[src/rtl/conv_window_gen_pkg.sv]
// Shared constants and helpers for the 5x5 convolution window datapath.
// The MAC datapath uses the same window element indexing.
package conv_pkg;
   localparam int DATA_W    = 32;
   localparam int KERNEL    = 5;
   localparam int WIN_ELEMS = KERNEL * KERNEL;

   function automatic int win_idx(input int r, input int c);
      return r * KERNEL + c;
   endfunction

   // Counter width that never collapses to zero bits.
   function automatic int cnt_w(input int n);
      return (n > 1) ? $clog2(n) : 1;
   endfunction
endpackage

[src/rtl/conv_window_gen_if.sv]
// Pixel-in / window-out handshake bundle of the window generator.
interface conv_window_gen_if #(
   parameter int DATA_W = conv_pkg::DATA_W,
   parameter int ROW_W  = 1,
   parameter int COL_W  = 1
);
   logic                                    pix_valid;
   logic [DATA_W-1:0]                       pix_data;
   logic                                    pix_ready;
   logic                                    win_valid;
   logic [conv_pkg::WIN_ELEMS*DATA_W-1:0]   win_data;
   logic                                    win_ready;
   logic [ROW_W-1:0]                        win_row;
   logic [COL_W-1:0]                        win_col;
   logic                                    frame_done;

   modport slave (
      input  pix_valid, pix_data, win_ready,
      output pix_ready, win_valid, win_data, win_row, win_col, frame_done
   );

   modport master (
      output pix_valid, pix_data, win_ready,
      input  pix_ready, win_valid, win_data, win_row, win_col, frame_done
   );
endinterface

[src/rtl/conv_window_gen_line_buffer.sv]
// One image row of delay: the word at a column address is read out before
// the incoming word of the next row overwrites it.
module conv_line_buffer #(
   parameter int DEPTH  = 28,
   parameter int DATA_W = 32,
   localparam int AW    = $clog2(DEPTH)
) (
   input  logic              clk,
   input  logic              we_i,
   input  logic [AW-1:0]     addr_i,
   input  logic [DATA_W-1:0] din_i,
   output logic [DATA_W-1:0] dout_o
);
   logic [DATA_W-1:0] mem_q [DEPTH];

   assign dout_o = mem_q[addr_i];

   always_ff @(posedge clk) begin
      if (we_i) mem_q[addr_i] <= din_i;
   end
endmodule

[src/rtl/conv_window_gen.sv]
// Sliding 5x5 window generator over a raster pixel stream, one window per
// accepted pixel once the kernel fits inside the current row.
module conv_window_gen #(
   parameter int IMG_W  = 28,
   parameter int IMG_H  = 28,
   parameter int DATA_W = conv_pkg::DATA_W
) (
   input  logic             clk,
   input  logic             rst_n,
   conv_window_gen_if.slave bus
);
   import conv_pkg::*;

   localparam int IN_CW  = cnt_w(IMG_W);
   localparam int IN_RW  = cnt_w(IMG_H);
   localparam int OUT_CW = cnt_w(IMG_W - 4);
   localparam int OUT_RW = cnt_w(IMG_H - 4);
   localparam int LB_N   = KERNEL - 1;

   logic [IN_CW-1:0]  in_col_q, in_col_d;
   logic [IN_RW-1:0]  in_row_q, in_row_d;
   logic [OUT_CW-1:0] win_col_q, win_col_d;
   logic [OUT_RW-1:0] win_row_q, win_row_d;
   logic              win_valid_q, win_valid_d;
   logic              frame_done_q, frame_done_d;
   logic              pix_xfer, win_xfer, produce, last_col, last_row;

   logic [DATA_W-1:0] win_q   [KERNEL][KERNEL];
   logic [DATA_W-1:0] lb_din  [LB_N];
   logic [DATA_W-1:0] lb_dout [LB_N];
   logic [DATA_W-1:0] col_new [KERNEL];

   assign bus.pix_ready = !win_valid_q || bus.win_ready;
   assign pix_xfer      = bus.pix_valid && bus.pix_ready;
   assign win_xfer      = win_valid_q && bus.win_ready;

   // Line buffers are chained: buffer i delays by i+1 rows.
   always_comb begin
      lb_din[0] = bus.pix_data;
      for (int i = 1; i < LB_N; i++) lb_din[i] = lb_dout[i-1];
      col_new[KERNEL-1] = bus.pix_data;
      for (int r = 0; r < LB_N; r++) col_new[r] = lb_dout[LB_N-1-r];
   end

   for (genvar i = 0; i < LB_N; i++) begin : g_lb
      conv_line_buffer #(.DEPTH(IMG_W), .DATA_W(DATA_W)) u_lb (
         .clk    (clk),
         .we_i   (pix_xfer),
         .addr_i (in_col_q),
         .din_i  (lb_din[i]),
         .dout_o (lb_dout[i])
      );
   end

   always_comb begin
      produce      = (in_row_q >= IN_RW'(KERNEL-1)) && (in_col_q >= IN_CW'(KERNEL-1));
      last_col     = in_col_q == IN_CW'(IMG_W-1);
      last_row     = in_row_q == IN_RW'(IMG_H-1);
      in_col_d     = in_col_q;
      in_row_d     = in_row_q;
      win_valid_d  = win_valid_q;
      frame_done_d = frame_done_q;
      win_row_d    = win_row_q;
      win_col_d    = win_col_q;
      if (pix_xfer) begin
         in_col_d     = last_col ? '0 : in_col_q + 1'b1;
         if (last_col) in_row_d = last_row ? '0 : in_row_q + 1'b1;
         win_valid_d  = produce;
         frame_done_d = produce && last_col && last_row;
         if (produce) begin
            win_row_d = OUT_RW'(in_row_q - IN_RW'(KERNEL-1));
            win_col_d = OUT_CW'(in_col_q - IN_CW'(KERNEL-1));
         end
      end else if (win_xfer) begin
         win_valid_d  = 1'b0;
         frame_done_d = 1'b0;
      end
   end

   always_ff @(posedge clk) begin
      if (!rst_n) begin
         in_col_q     <= '0;
         in_row_q     <= '0;
         win_col_q    <= '0;
         win_row_q    <= '0;
         win_valid_q  <= 1'b0;
         frame_done_q <= 1'b0;
         for (int r = 0; r < KERNEL; r++)
            for (int c = 0; c < KERNEL; c++) win_q[r][c] <= '0;
      end else begin
         in_col_q     <= in_col_d;
         in_row_q     <= in_row_d;
         win_col_q    <= win_col_d;
         win_row_q    <= win_row_d;
         win_valid_q  <= win_valid_d;
         frame_done_q <= frame_done_d;
         // Window only moves on an accepted pixel, so a stalled window holds.
         if (pix_xfer) begin
            for (int r = 0; r < KERNEL; r++) begin
               for (int c = 0; c < KERNEL-1; c++) win_q[r][c] <= win_q[r][c+1];
               win_q[r][KERNEL-1] <= col_new[r];
            end
         end
      end
   end

   always_comb begin
      bus.win_data = '0;
      for (int r = 0; r < KERNEL; r++)
         for (int c = 0; c < KERNEL; c++)
            bus.win_data[win_idx(r, c)*DATA_W +: DATA_W] = win_q[r][c];
   end

   assign bus.win_valid  = win_valid_q;
   assign bus.win_row    = win_row_q;
   assign bus.win_col    = win_col_q;
   assign bus.frame_done = frame_done_q;
endmodule

[src/flat_wrapper.sv]
// flat-port wrapper written by rule: the top's interface ports become plain ports
module conv_window_gen_flat import conv_pkg::*;
#(
   parameter int IMG_W  = 28,
   parameter int IMG_H  = 28,
   parameter int DATA_W = conv_pkg::DATA_W
)
  (clk, rst_n, bus_pix_valid, bus_pix_data, bus_win_ready, bus_pix_ready, bus_win_valid, bus_win_data, bus_win_row, bus_win_col, bus_frame_done);
  conv_window_gen_if #(.DATA_W(DATA_W), .ROW_W((conv_pkg::cnt_w(IMG_H - 4))), .COL_W((conv_pkg::cnt_w(IMG_W - 4)))) bus_i ();
  input  logic clk;
  input  logic rst_n;
  input wire logic [$bits(bus_i.pix_valid)-1:0] bus_pix_valid;
  input wire logic [$bits(bus_i.pix_data)-1:0] bus_pix_data;
  input wire logic [$bits(bus_i.win_ready)-1:0] bus_win_ready;
  output wire logic [$bits(bus_i.pix_ready)-1:0] bus_pix_ready;
  output wire logic [$bits(bus_i.win_valid)-1:0] bus_win_valid;
  output wire logic [$bits(bus_i.win_data)-1:0] bus_win_data;
  output wire logic [$bits(bus_i.win_row)-1:0] bus_win_row;
  output wire logic [$bits(bus_i.win_col)-1:0] bus_win_col;
  output wire logic [$bits(bus_i.frame_done)-1:0] bus_frame_done;
  assign bus_i.pix_valid = bus_pix_valid;
  assign bus_i.pix_data = bus_pix_data;
  assign bus_i.win_ready = bus_win_ready;
  assign bus_pix_ready = bus_i.pix_ready;
  assign bus_win_valid = bus_i.win_valid;
  assign bus_win_data = bus_i.win_data;
  assign bus_win_row = bus_i.win_row;
  assign bus_win_col = bus_i.win_col;
  assign bus_frame_done = bus_i.frame_done;
  conv_window_gen #(.IMG_W(IMG_W), .IMG_H(IMG_H), .DATA_W(DATA_W)) u_core (.clk(clk), .rst_n(rst_n), .bus(bus_i));
endmodule
[config.mk]
export PLATFORM = sky130hd
export DESIGN_NAME = conv_window_gen_flat
export DESIGN_NICKNAME = d
export VERILOG_FILES = /design/src/rtl/conv_window_gen_pkg.sv /design/src/rtl/conv_window_gen_if.sv /design/src/rtl/conv_window_gen_line_buffer.sv /design/src/rtl/conv_window_gen.sv /design/src/flat_wrapper.sv
export SDC_FILE = /design/constraint.sdc
export NUM_CORES = 2
export LEC_CHECK = 0
export CAP_MARGIN = 20
export CELL_PAD_IN_SITES_DETAIL_PLACEMENT = 1
export CELL_PAD_IN_SITES_GLOBAL_PLACEMENT = 2
export CORE_MARGIN = 3
export CORE_UTILIZATION = 30
export CTS_BUF_LIST = sky130_fd_sc_hd__clkbuf_4 sky130_fd_sc_hd__clkbuf_8
export DETAILED_ROUTE_END_ITERATION = 10
export PLACE_DENSITY_LB_ADDON = 0.1
export SLEW_MARGIN = 20
export SYNTH_ARGS = -nofsm -noshare
export SYNTH_HDL_FRONTEND = slang
export SYNTH_MEMORY_MAX_BITS = 65536
export SYNTH_SLANG_ARGS = --single-unit
[constraint.sdc]
create_clock -name clk -period 33.9 [get_ports clk]
set_clock_uncertainty 0.1 [all_clocks]
set_input_delay 6.78 -clock clk [delete_from_list [all_inputs] [get_ports clk]]
set_output_delay 6.78 -clock clk [all_outputs]
set_load 0.03 [all_outputs]
# Word-level counts from Yosys, hierarchy flattened
# Memories as Yosys holds them, arrays and structs flattened. A register that Yosys moved wholly into a read port is not among the register bits.
# Cells that the tools add are included.
# W data, S select, Z words.
dict set report totals {
  register_bits 22
  ram_bits 4384
  input_bits 36
  out_inout_bits 813
  memories 5
}
dict set report op_classes {
  addsub 4
  magnitude_cmp 2
  eq_ne 2
  mux 43
  bitwise 25
  n_reduce_logical 10
}
# memory words width rd rd_ports_with_merged_regs write_ports line
set memory_table {}
lappend memory_table {{u_core.g_lb[0].u_lb.mem_q} 28 32 1 1 1 conv_window_gen_line_buffer.sv:14} ;# logic [DATA_W-1:0] mem_q [DEPTH];
lappend memory_table {{u_core.g_lb[1].u_lb.mem_q} 28 32 1 1 1 conv_window_gen_line_buffer.sv:14}
lappend memory_table {{u_core.g_lb[2].u_lb.mem_q} 28 32 1 1 1 conv_window_gen_line_buffer.sv:14}
lappend memory_table {{u_core.g_lb[3].u_lb.mem_q} 28 32 1 1 1 conv_window_gen_line_buffer.sv:14}
lappend memory_table {u_core.win_q 5 160 5 0 5 conv_window_gen.sv:28} ;# logic [DATA_W-1:0] win_q [KERNEL][KERNEL];
# op n
set ops {}
lappend ops {{$mux W32} 25}
lappend ops {{$mux W5} 10}
lappend ops {{$or A1 B1 Y1} 25}
lappend ops {{$add A5 B1 Y5 const B} 2}
lappend ops {{$eq A5 B5 Y1 const B} 2}
lappend ops {{$ge A5 B3 Y1 const B} 2}
lappend ops {{$sub A5 B3 Y5 const B} 2}
lappend ops {{$mux W1} 8}
lappend ops {{$logic_and A1 B1 Y1} 5}
lappend ops {{$reduce_and A2 Y1} 2}
lappend ops {{$reduce_bool A2 Y1} 1}
lappend ops {{$logic_not A1 Y1} 1}
lappend ops {{$logic_or A1 B1 Y1} 1}

# Depth between registers and ports, before layout
dict set report logic_depth {
  word_depth 7
  mapped_depth 11
  depth_no_buf 7
}

# Modules after synthesis
# Synthesis repeated with hierarchy kept, for this count alone.
dict set report unflattened {
  hier_cells 8555
  hier_area_um2 168729.3
}
# module n_inst cells_per_inst area_each_um2 seq_area_each_um2
set modules_own_cells {}
lappend modules_own_cells {{conv_line_buffer at u_core.g_lb[1].u_lb ...} 3 1682 34398.0 26905.8}
lappend modules_own_cells {{conv_line_buffer at u_core.g_lb[0].u_lb} 1 1687 34334.2 26905.8}
lappend modules_own_cells {conv_window_gen 1 1822 31201.2 24463.5}

# Worst setup path before layout
# OpenSTA, ideal clock, no wires.
dict set report synth_timing {
  path_kind {input -> register}
  from {input bus_win_ready}
  to {memory u_core.win_q[0][0] (netlist name), enable pin}
  setup_time_ps 5599
  arrival_time_ps 20319
  setup_slack_ps 7882
  path_stages 4
  cell_sequence {nor2b_1 > inv_1 > nand2_1 > nand2_1}
}
# item line
set synth_rtl {}
lappend synth_rtl {{start: declaration} flat_wrapper.sv:14} ;# input wire logic [$bits(bus_i.win_ready)-1:0] bus_win_ready;
lappend synth_rtl {{end: declaration} conv_window_gen.sv:28}

# Worst setup path after layout
dict set report layout_timing {
  from {input bus_win_ready}
  to {output bus_pix_ready}
}
dict set report layout_via {
  elab_chain_cells 1
}
# item line
set layout_rtl {}
lappend layout_rtl {{$logic_or A1 B1 Y1} conv_window_gen.sv:33} ;# assign bus.pix_ready = !win_valid_q || bus.win_ready;
lappend layout_rtl {{end: declaration} flat_wrapper.sv:15} ;# output wire logic [$bits(bus_i.pix_ready)-1:0] bus_pix_ready;
# No other way between the ends.

==> impl_metrics.yaml <==
outcome:
  status: "completed"
global_routing:
  grt_max_degree: 215
  met1_usage: 0.2523
  grt-ovfl-total: 0
  antenna_found_initial: 45
  grt_usage: 0.1840
  grtUsageMet2: 0.3142
  grt_pass1_vias: 91720
  use_met3: 0.02705
  grt_pass1_wl_um: 743400
  grt_most_used_layer: "met2"
pwr:
  clkPwrFrac: 0.396
  p_sw_mw: 2.958
  p_leak_nw: 63.68
  power_frac_seq: 0.522
  swShare: 0.2461
  powerDensity_nw_per_um2: 59.60
  intPower_mw: 9.060
  share_comb_of_total_power: 0.082
  peakVddDrop_uv: 42.99
clocking:
  clock_latency_ps: 1290
  path_clk_slew_ps: 60
  holdBufCountCts: 0
  post_cts_buffers: 0
  ctsHtreeMaxLevel: 6
  cts_made_buffers: 772
  cts_buffer_depth: 4
  cts-root-buf: "clkbuf_8"
  cts_tree: "built"
  cts_resized: 0
  cts.sinks: 4411
placement:
  gp_congestion: 0.7201
  hpwl_um: 312300
  io_buffers: 848
  pre_cts_ws_ps: 18760
  dpl-instance-area_sq_um: 186900
yosys:
  synth-seq-cells: 4411
  synth_cell_types: 48
  ys_seq_area_frac: 0.7904
  synth-async-reset-ratio: 0
  synth_edf_count: 4384
  yosysWarnings: 0
  synth_cells: 7944
  netlist_area_sq_um: 167200
  syn_nets: 7994
  synth_ff_type: "edfxtp_1"
  avgSynthCellArea_sq_um: 21.05
detailed_routing:
  postRouteAntennaNets: 0
  drt_iter0_drc: 7213
  wl_per_cell_um: 30.61
  viasPerCell: 4.845
  via_count: 84780
  wl_um: 535600
  first_pass_iters: 5
  drc: 0
floorplanning:
  start_util: 0.3019
  die-area_sq_um: 566500
  num_rows: 273
  io_pins: 849
  fp.coreArea_sq_um: 554000
  die_w_um: 752.6
  fp.dieH_um: 752.6
finish:
  design_area_sq_um: 201700
  multiInputGateArea_sq_um: 34100
  drive_gt1_frac: 0.2450
  syn_to_final_growth_pct: 20.58
  nFillCells: 54100
  seq_area_sq_um: 132200
  final_nets: 9505
critical_path:
  crit_slowest_cell: "clkdlybuf4s50_1"
  worst_r2r_endpoint: "u_core.g_lb[2].u_lb.mem_q[0][30]$_DFFE_PP_"
  crit_type: "in -> out"
  cp_max_fo: 4
  cpLargestDelayFamily: "buffers and inverters"
  cp_cell_sequence: "clkdlybuf4s50_1 -> nor2b_1 -> inv_1 -> clkdlybuf4s50_1"
  crit_path_end: "bus_pix_ready"
  r2r_slack_ps: 27370
  cp.required_ps: 27020
  critPathMaxStageDelay_ps: 630
  ff2ff_path_depth: 8
  crit_buf_inv: 3
  arrival_ps: 8220
  path_common_cell: "clkdlybuf4s50_1"
  crit_start: "bus_win_ready"
  cp_num_cells: 4
  critPathCaptureType: "primary output"
  start_kind: "input port"
sta:
  fin_ws_ps: 18800
  slew_headroom: 0.2300
  finalCritPeriodShare: 0.4455
  fin_tns_setup_ps: 0
  min_period_ps: 15100
  clock.fmax_mhz: 66.22
  hold_viol_final: 0
  rsz0062_at_grt: "false"
  hold_ws_ps: 402.4
  setup_viol: 0
  worst_pin_slew_ps: 1153
  slew_violations: 0
worst_hold_path:
  hp-start: "u_core.bus.win_row[3]$_SDFFE_PN0P_"
  hold_path.class: "reg -> reg"
flow_run:
  maxCapViolations: 0
-- area by class of cell --
| type | instances | share of cell area |
|---|---|---|
| clock buffers | 1073 | 0.06424 |
| well taps | 7425 | 0.04607 |
| flip-flops and latches | 4411 | 0.6556 |
| repair buffers | 1174 | 0.05567 |
| clock inverters | 300 | 0.008854 |
| inverters | 11 | 0.0002048 |
| multi-input cells | 3085 | 0.1691 |
| diodes | 21 | 0.0002606 |
-- per-layer routing --
metal / up-vias / part of all wire
met3: 661 / 0.045
met4: 0 / 0.016
li1: 35500 / -
met1: 46370 / 0.44
met5: - / 0
met2: 2255 / 0.49
-- worst reg2reg max path: cells and delay by family (launching register included) --
kind            cells  cell delay [ps]
compound gates      1              430
buf+inv             4             3020
flops               1              660
mux                 2              960
simple gates        1              840
-- how the worst min path moves through the flow --
stage                                               to  cells past startpoint
finish              u_core.bus.win_row[3]$_SDFFE_PN0P_                      1
floorplan                                    flip-flop                      2
global placement    u_core.bus.win_row[3]$_SDFFE_PN0P_                      1
detailed placement  u_core.bus.win_row[3]$_SDFFE_PN0P_                      1
global route        u_core.bus.win_row[3]$_SDFFE_PN0P_                      1
CTS                 u_core.bus.win_row[3]$_SDFFE_PN0P_                      1
-- cell usage after synthesis, drive strengths merged, types with 73 or more instances --
cell type | number | share of area
o311ai | 73 | 0.0038
and2 | 769 | 0.029
a211oi | 91 | 0.0041
o211ai | 79 | 0.0038
o22ai | 96 | 0.0036
buf | 241 | 0.0097
a22oi | 174 | 0.0078
edfxtp | 4384 | 0.79
clkbuf | 196 | 0.0044
mux4 | 710 | 0.096
nor2 | 111 | 0.0025
nand2 | 207 | 0.0047
mux2i | 362 | 0.022
-- cell families (layout without fill, tap and decap cells) --
group / Yosys count / count (layout) / share of synthesized area
XOR/XNOR: 8 / 8 / 0.0004190
other: 0 / 21 / 0
AND/OR/NAND/NOR: 1308 / 1308 / 0.04451
flip-flops: 4411 / 4411 / 0.7904
buffers and inverters: 448 / 2558 / 0.01436
adder cells (fa/ha/maj): 14 / 14 / 0.001047
multiplexers: 1139 / 1139 / 0.1218
AO/OA/AOI/OAI: 616 / 616 / 0.02747
-- power groups by stage --
stage	combinational [mW]	clock (mW)	sequential [mW]
2_1_floorplan	0.358	0	6.55
3_3_place_gp	0.992	0	6.39
4_1_cts	1.01	4.93	6.28
3_5_place_dp	1.01	0	6.39
6_report	0.984	4.76	6.28
5_1_grt	1.04	5.17	6.28
-- through the flow --
step | power, mW | utilization | std cells
after global routing | 12.50 | 0.3639 | 17490
final | 12.02 | 0.3640 | 17500
after global placement | 7.381 | 0.3370 | 16100
after CTS | 12.22 | 0.3639 | 17480
after floorplan | 6.911 | - | 7944
after detailed placement | 7.404 | 0.3373 | 16110
-- flip-flops by register name, indices dropped and copies added (netlist names), named ones only --
register	count
u_core.in_row_q	5
u_core.bus.win_row	5
u_core.g_lb.u_lb.mem_q	3584
u_core.win_q	800
u_core.in_col_q	5
u_core.bus.win_col	5
u_core.bus.win_valid	1
u_core.bus.frame_done	1
-- cell usage in the layout, fill, tap and decap left out, types with 96 or more instances in the layout --
cell type / synthesis / final
edfxtp_1: 4384 / 4384
clkdlybuf4s50_1: 0 / 841
clkbuf_8: 0 / 783
and2_1: 769 / 768
mux4_2: 710 / 710
mux2i_1: 362 / 362
buf_4: 83 / 298
clkbuf_4: 0 / 290
nand2_1: 204 / 201
clkinv_1: 2 / 189
a22oi_1: 174 / 174
o22ai_1: 96 / 96
No activity file was read; power rests on OpenSTA's default activity.
